### config.mk
export PLATFORM = sky130hd
export DESIGN_NAME = fq_ptr_arbiter
export DESIGN_NICKNAME = d
export VERILOG_FILES = /design/src/rtl/fq_ptr_arbiter.sv
export SDC_FILE = /design/constraint.sdc
export NUM_CORES = 1
export LEC_CHECK = 0
export CORE_MARGIN = 2
export CORE_UTILIZATION = 44
export CTS_CLUSTER_SIZE = 14
export DETAILED_ROUTE_END_ITERATION = 6
export HOLD_SLACK_MARGIN = 0.03
export PLACE_DENSITY = 0.95
export SYNTH_ARGS = -nofsm -noshare
export SYNTH_HDL_FRONTEND = slang
export SYNTH_SLANG_ARGS = --single-unit
### constraint.sdc
create_clock -name clk -period 5.8 [get_ports clk]
set_input_delay 1.16 -clock clk [delete_from_list [all_inputs] [get_ports clk]]
set_output_delay 1.16 -clock clk [all_outputs]
set_load 0.005 [all_outputs]
### src/rtl/fq_ptr_arbiter.sv
// fq_ptr_arbiter: shares one free-pointer queue between N_PORT alloc
// requesters (pop side) and N_PORT release requesters (push side).
// Each side is an independent round-robin arbiter that issues at most one
// grant per cycle. The block also tracks pointers in use, raises a
// registered low-watermark flag and latches double-free errors.
module fq_ptr_arbiter #(
  parameter int N_PORT = 4,
  parameter int PTR_W  = 10,
  parameter int LOW_WM = 32
) (
  input  logic                     clk,
  input  logic                     rst,
  input  logic [N_PORT-1:0]        alloc_req,
  output logic [N_PORT-1:0]        alloc_ack,
  output logic [PTR_W-1:0]         alloc_ptr,
  input  logic [N_PORT-1:0]        rel_req,
  input  logic [N_PORT*PTR_W-1:0]  rel_ptr,
  output logic [N_PORT-1:0]        rel_ack,
  output logic                     fq_rd,
  input  logic [PTR_W-1:0]         fq_ptr_dout,
  input  logic                     fq_empty,
  output logic                     fq_wr,
  output logic [15:0]              fq_ptr_din,
  input  logic                     fq_act,
  input  logic [PTR_W-1:0]         fq_count,
  output logic                     fq_low,
  output logic [PTR_W:0]           inuse_cnt,
  output logic                     err_dfree
);

  localparam int IDX_W = $clog2(N_PORT);

  typedef enum logic {ST_INIT, ST_RUN} state_t;

  state_t           state, state_nxt;
  logic             run;
  logic [IDX_W-1:0] arr_ptr, rel_rr_ptr;
  logic [IDX_W:0]   a_pick, r_pick;
  logic [IDX_W-1:0] a_idx, r_idx;
  logic             a_gnt, r_gnt;

  // Returns {valid, index} of the first set bit of elig at or after start,
  // wrapping modulo N_PORT. Scanning downwards lets the nearest port win.
  function automatic logic [IDX_W:0] rr_pick(input logic [N_PORT-1:0] elig,
                                             input logic [IDX_W-1:0]  start);
    logic [IDX_W:0] res;
    int             idx;
    res = '0;
    for (int k = N_PORT - 1; k >= 0; k--) begin
      idx = (int'(start) + k) % N_PORT;
      if (elig[idx]) res = {1'b1, idx[IDX_W-1:0]};
    end
    return res;
  endfunction

  // Round-robin pointer advance: one past the granted port, wrapping to 0.
  function automatic logic [IDX_W-1:0] next_idx(input logic [IDX_W-1:0] g);
    return (g == IDX_W'(N_PORT - 1)) ? '0 : g + 1'b1;
  endfunction

  // State register: INIT after reset, RUN once the free queue is ready.
  always_ff @(posedge clk) begin
    // NOTE: clocked state is always written with <= so every register
    // samples pre-edge values, independent of statement order.
    if (rst) state <= ST_INIT;
    else     state <= state_nxt;
  end

  // Next state: leave INIT on the first cycle the free queue reports active.
  always_comb begin
    // NOTE: a default assignment first means every path drives state_nxt,
    // so no latch can be inferred.
    state_nxt = state;
    if (state == ST_INIT && fq_act) state_nxt = ST_RUN;
  end

  // FSM output: grants are enabled only in RUN and never during reset.
  always_comb begin
    run = (state == ST_RUN) && !rst;
  end

  // Both arbiters mask ports acked this cycle so they cannot be regranted.
  always_comb begin
    a_pick = rr_pick(alloc_req & ~alloc_ack, arr_ptr);
    r_pick = rr_pick(rel_req & ~rel_ack, rel_rr_ptr);
    a_idx  = a_pick[IDX_W-1:0];
    r_idx  = r_pick[IDX_W-1:0];
    a_gnt  = run && !fq_empty && a_pick[IDX_W];
    r_gnt  = run && r_pick[IDX_W];
  end

  // Queue strobes and push data follow the grants in the same cycle.
  always_comb begin
    fq_rd      = a_gnt;
    fq_wr      = r_gnt;
    fq_ptr_din = '0;
    if (r_gnt) fq_ptr_din[PTR_W-1:0] = rel_ptr[int'(r_idx)*PTR_W +: PTR_W];
  end

  // Registered acks, pointer, round-robin state, counters and flags.
  always_ff @(posedge clk) begin
    if (rst) begin
      alloc_ack  <= '0;
      alloc_ptr  <= '0;
      rel_ack    <= '0;
      arr_ptr    <= '0;
      rel_rr_ptr <= '0;
      inuse_cnt  <= '0;
      err_dfree  <= 1'b0;
      fq_low     <= 1'b0;
    end else begin
      alloc_ack <= '0;
      rel_ack   <= '0;
      fq_low    <= (state == ST_RUN) && (32'(fq_count) < LOW_WM);

      if (a_gnt) begin
        alloc_ack[a_idx] <= 1'b1;
        alloc_ptr        <= fq_ptr_dout;
        arr_ptr          <= next_idx(a_idx);
      end

      if (r_gnt) begin
        rel_ack[r_idx] <= 1'b1;
        rel_rr_ptr     <= next_idx(r_idx);
        // A release with nothing outstanding is still honoured, but flagged.
        if (inuse_cnt == '0) err_dfree <= 1'b1;
      end

      unique case ({a_gnt, r_gnt})
        2'b10:   inuse_cnt <= inuse_cnt + 1'b1;
        2'b01:   if (inuse_cnt != '0) inuse_cnt <= inuse_cnt - 1'b1;
        default: ;
      endcase
    end
  end

endmodule

# Word level (Yosys, flattened, before mapping)
# Index checks and enable logic that the tools add are counted.
# op_classes
n_shift	1
bitwise_logic	13
reduce_logical	23
n_mux	39
n_lt_le_gt_ge	13
n_addsub	10
n_eq_ne	5
mul	1
# op_table
op	n
40-bit by 7-bit variable part select with 10-bit output	1
3-bit by 4-bit less-than comparator with 1-bit output, second input constant	6
3-bit 2-to-1 mux	8
11-bit one-hot mux with 2 select lines	1
1-bit binary-select mux with 2-bit select	8
1-bit 2-to-1 mux	16
2-bit OR reduction	8
2-bit by 3-bit less-than comparator with 1-bit output, second input constant	4
11-bit by 1-bit adder with 11-bit output, second input constant	1
11-bit zero test	1
11-bit 2-to-1 mux	1
11-bit nonzero test	1
11-bit by 1-bit subtractor with 11-bit output, second input constant	1
10-bit by 6-bit less-than comparator with 1-bit output, second input constant	1
10-bit 2-to-1 mux	1
2-bit by 1-bit adder with 2-bit output, second input constant	4
2-bit adder, second input constant	4
4-bit AND	2
1-bit logical AND	8
4-bit inverter	2
1-bit AND, first input constant	6
2-bit equality test, second input constant	3
2-bit by 3-bit multiplier with 5-bit output, second input constant	1
1-bit demux with 2-bit select	2
8 further kinds	14
# word_totals
word_cells	114
regBits	36

# Depth between registers and ports, before layout
# logic_depth
ltp_word	14
ltp_mapped	11

# Least setup slack after synthesis
# No wires, ideal clock.
# synth_timing
path_type	input to register
startpoint	in alloc_req[1]
endpoint	reg inuse_cnt[10]
stages	11
setup_slack_ns	1.508
path_buffers	1
setup_ns	0.126
required_time_ns	5.674
arrival_time_ns	4.166
path_cell_list	nor2b_1 > o41ai_4 > inv_2 > clkbuf_1 > nor3_1 > ha_1 > a211oi_1 > o211ai_1 > a41oi_1 > nand3b_1 > nand4_1
# synth_via
elab_chain_cells	12
word_cells_on_any_way	23
# synth_rtl
element	line	rtl
start, declared	13	input logic [N_PORT-1:0] alloc_req,
4-bit AND *	84	a_pick = rr_pick(alloc_req & ~alloc_ack, arr_ptr);
1-bit binary-select mux with 2-bit select	51	if (elig[idx]) res = {1'b1, idx[IDX_W-1:0]};
1-bit 2-to-1 mux (not written as such) (2 in a row)	51	
3-bit 2-to-1 mux (3 in a row)	51	
3-bit 2-to-1 mux *	51	
1-bit logical AND *	88	a_gnt = run && !fq_empty && a_pick[IDX_W];
net fq_rd	19	output logic fq_rd,
2-bit by 1-bit equality test with 1-bit output or 2-bit equality test (tied branches)	129	unique case ({a_gnt, r_gnt})
2-bit != test (no line) or 2-bit nonzero test (tied branches)	--	
2-bit AND reduction (no line)	--	
end signal, assigned	130	2'b10: inuse_cnt <= inuse_cnt + 1'b1;
end signal, assigned	131	2'b01: if (inuse_cnt != '0) inuse_cnt <= inuse_cnt - 1'b1;
end, declared	27	output logic [PTR_W:0] inuse_cnt,
# The timed path passes the listed nets; every way through them passes the cells marked *. The select of a mux whose other input is x is not followed.
# A chain may end at the register's enable or synchronous reset.

# Final worst setup path
# layout_timing
startpoint	in rel_req[0]
endpoint	out fq_ptr_din[6]
# layout_via
elab_chain_cells	11
word_cells_on_any_way	20
# layout_rtl
element	line	rtl
start, declared	16	input logic [N_PORT-1:0] rel_req,
4-bit AND *	85	r_pick = rr_pick(rel_req & ~rel_ack, rel_rr_ptr);
1-bit binary-select mux with 2-bit select	51	
1-bit 2-to-1 mux (not written as such) (2 in a row)	51	
3-bit 2-to-1 mux (3 in a row)	51	
3-bit 2-to-1 mux *	51	
2-bit by 3-bit multiplier with 5-bit output	97	if (r_gnt) fq_ptr_din[PTR_W-1:0] = rel_ptr[int'(r_idx)*PTR_W +: PTR_W];
40-bit by 7-bit variable part select with 10-bit output	97	
10-bit 2-to-1 mux *	97	
end, declared	23	output logic [15:0] fq_ptr_din,
# Mark *: on every way between the ends. The rest lies on a longest branch, timed or not. The select of a mux whose other input is x is not followed.

==> summary.md <==
| Metric | Value |
|---|---|
| Startpoint types | `primary input` |
| Worst skew pair latency | `0.29 ns` |
| Post-route DRC | `0` |
| PD cells | `about 160 nW/um^2` |
| Worst EP required | `~4.6 ns` |
| Final Instance Area | `approximately 3600 um^2` |
| Largest family of logic cells by synthesized area | `simple AND/OR/NAND/NOR gates` |
| XOR/XNOR share of the synthesized area | `0.0109` |
| Grt total ovfl | `0` |
| Clock tree from TritonCTS | `yes` |
| Layout cells sized above 1 | `0.0427` |
| Count of hold-fix buffers inserted at cts | `0` |
| I/O pin count | `121` |
| Hold crit path type | `reg2reg` |
| Setup WS post-layout | `1.09 ns` |
| Final hold violation count | `0` |
| GPL Wtd Cong | `0.925` |
| Logic gate share of total power | `0.280` |
| Flop pwr share | `0.436` |
| Max-slew violations | `0` |
| Number of diodes | `0` |
| Syn Area/Cell | `around 8.3 um^2` |
| Pre-Repair DR Iteration Count | `5` |
| Pre-CTS setup slack | `1.11 ns` |
| Die area | `6090 um^2` |
| Tmin final | `4.71 ns` |
| Root buffer cell | `clkbuf_8` |
| H-tree depth | `2` |
| Complex-gate fraction of the synthesized area | `0.226` |
| Synth cell types | `49` |
| Drt initial violations | `between 100 and 150` |
| Area Growth Syn to Fin | `50.7%` |
| Seq/Total Area, Yosys | `0.299` |
| CTS sink count | `36` |
| R2R Path End | `inuse_cnt[9]$_SDFFE_PP0P_` |
| Starting density of the core | `0.463` |
| Power share of the clock group | `0.284` |
| Reg-to-reg startpoint | `alloc_ack[1]$_SDFF_PP0_` |
| Status | `finished, final reports clean` |
| Crit path capture type | `primary output` |
| Switching Share | `0.276` |
| Die H | `78.0 um` |
| Critical path arrival | `about 3.6 ns` |
| Worst Tran Pin Value | `approximately 0.74 ns` |
| Fin crit share | `0.812` |
| Fin nets | `488` |
| Post-DP HPWL | `5.44 mm` |
| # rows | `26` |
| VDD IR max | `116 uV` |
| FMAX | `0.212 GHz` |
| Adder-Cell Fraction of Synth Area | `0.0965` |
| R2R depth | `11` |
| Syn Inst Count | `289` |
| Skew final | `0.00610 ns` |
| FF+latch count, synth | `36` |
| DP Area | `3560 um^2` |
| Max Cap Violations | `0` |
| Initial antenna violation count | `0` |
| Remaining antenna violation count | `0` |
| Overall Global Routing Usage | `0.222` |
| EDFF count, synth | `0` |
| CP Max Fanout | `10` |
| Setup bufs post-CTS | `0` |
| Final Setup Violations | `0` |
| CTS Buffer Depth | `2` |
| Core footprint | `around 5200 um^2` |
| Dominant synthesized flop cell | `dfxtp_1` |
| Hold endpoint | `alloc_ptr[6]$_SDFFE_PP0P_` |
| # resized after CTS | `0` |
| PortBufs | `109` |
| Leak | `1.50 nW` |
| Post-Synth Simple-Gate Area | `0.234` |
| Mux contribution to synthesized area | `0.0830` |
| Routed length per placed instance | `roughly 15 um` |
| Cell Area, Synth | `2410 um^2` |
| YS warnings | `0` |
| Net Switching | `0.000165 W` |
| Number of global-route vias before repair | `2480` |
| Routed WL | `7.11 mm` |
| Crit path launch | `rel_req[0]` |
| TritonCTS buffer count | `5` |
| Async S/R FF share, synth | `0` |
| Crit path kind | `in2out` |
| Via count | `around 2.6k` |
| Pin count of the biggest net entering global routing | `31` |
| First-pass GRT wire length | `11.2 mm` |
| Vias per Instance | `5.56` |
| Clock slew seen by the registers of the worst setup and hold paths | `approximately 0.07 ns` |
| RSZ-0062 raised after global routing | `no` |
| Chip Width | `just under 80 um` |
| Max-slew headroom | `0.501` |
| Reg2reg setup slack | `2.70 ns` |
| HP Start | `alloc_ptr[6]$_SDFFE_PP0P_` |
| Worst hold stages | `2` |
| TNS Setup | `0 ns` |
| Internal power | `0.000433 W` |
-- cell usage after synthesis, drive strengths merged (3+ instances only) --
cell type	number	share of area
nand2	27	0.042
dfxtp	36	0.30
a21oi	28	0.058
nor2b	8	0.021
nand3	11	0.023
o211ai	4	0.012
nand4b	3	0.011
a21o	5	0.016
inv	6	0.0093
nor3	6	0.012
mux2i	20	0.083
clkbuf	7	0.011
buf	11	0.029
nand2b	7	0.018
and2	9	0.023
o21ai	11	0.023
nor3b	5	0.016
a211oi	5	0.016
xor2	3	0.011
ha	17	0.088
o22ai	12	0.034
o21bai	3	0.0093
nor2	15	0.023
-- critical path: stages --
cell and delay (ns):
clkdlybuf4s50_1 0.50, nand2b_1 0.10, and4_1 0.25, or4_1 0.72
o22ai_1 0.27, clkdlybuf4s50_1 0.55
-- flip-flops by register name, summed over array words and instances, names as in the netlist --
register    cells
arr_ptr         2
rel_rr_ptr      2
state           1
fq_low          1
err_dfree       1
alloc_ptr      10
rel_ack         4
alloc_ack       4
inuse_cnt      11
-- placed cells by master, fill, tap and decap left out, types with 2 or more instances in the layout --
cell	instances
clkdlybuf4s50_1	109
dfxtp_1	36
a21oi_1	28
nand2_1	27
mux2i_1	20
ha_1	17
nor2_1	15
o22ai_1	11
nand3_1	11
and2_1	9
nor2b_1	8
nand2b_1	7
o21ai_1	7
nor3_1	6
conb_1	6
buf_4	6
nor3b_1	5
a211oi_1	5
a21o_1	5
clkbuf_8	5
inv_1	4
o21ai_0	4
o211ai_1	4
o21bai_1	3
nand4b_1	3
xor2_1	3
inv_2	2
a41oi_1	2
o32ai_1	2
and4_1	2
or4_1	2
nor4_1	2
and3_1	2
a211o_1	2
o221ai_1	2
-- power groups by stage --
stage | clock [W] | sequential, W | combinational [W]
2_1_floorplan | 0 | 0.000265 | 0.0000870
3_3_place_gp | 0 | 0.000266 | 0.000161
3_5_place_dp | 0 | 0.000266 | 0.000167
4_1_cts | 0.000170 | 0.000260 | 0.000168
5_1_grt | 0.000182 | 0.000262 | 0.000182
6_report | 0.000169 | 0.000261 | 0.000168
-- layout make-up --
class                   count  area, um^2
clock buffers               6        72.6
clock inverters             1        5.00
fillers                   440        1570
inverters                   6        22.5
multi-input cells         234        1590
flip-flops and latches     36         721
well taps                  70        87.6
repair buffers            115        1140
-- worst max-delay path by stage --
stage                                            end  slack, ns  cells past startpoint
after floorplan           inuse_cnt[10]$_SDFFE_PP0P_       1.51                     11
after global placement                 fq_ptr_din[6]       1.15                      6
after detailed placement               fq_ptr_din[2]       1.11                      6
after CTS                              fq_ptr_din[6]       1.10                      6
after global routing                   fq_ptr_din[2]       0.98                      7
final                                  fq_ptr_din[6]       1.09                      6
-- kinds of logic after synthesis --
| logic type | count (synthesis) |
|---|---|
| simple gates | 105 |
| compound gates | 82 |
| flops | 36 |
| buf+inv | 24 |
| mux | 20 |
| fa+ha+maj | 18 |
| xor+xnor | 3 |
| other cells | 1 |
-- routing by layer --
metal  track usage  part of all wire  up-vias
met4        0.0579             0.012        0
li1              -                 -     1272
met5             0                 0        -
met2         0.395              0.52       99
met3        0.0540             0.064       10
met1         0.269              0.40     1221
-- stage by stage --
step	utilization	total power (W)	hold slack, ns	cells
after floorplan	-	0.000352	0.452	294
after global placement	0.684	0.000427	0.442	461
after detailed placement	0.684	0.000433	0.448	461
after CTS	0.699	0.000598	0.458	468
after global routing	0.699	0.000626	0.480	468
final	0.699	0.000597	0.456	468
Power figures use the tool's default switching activity.
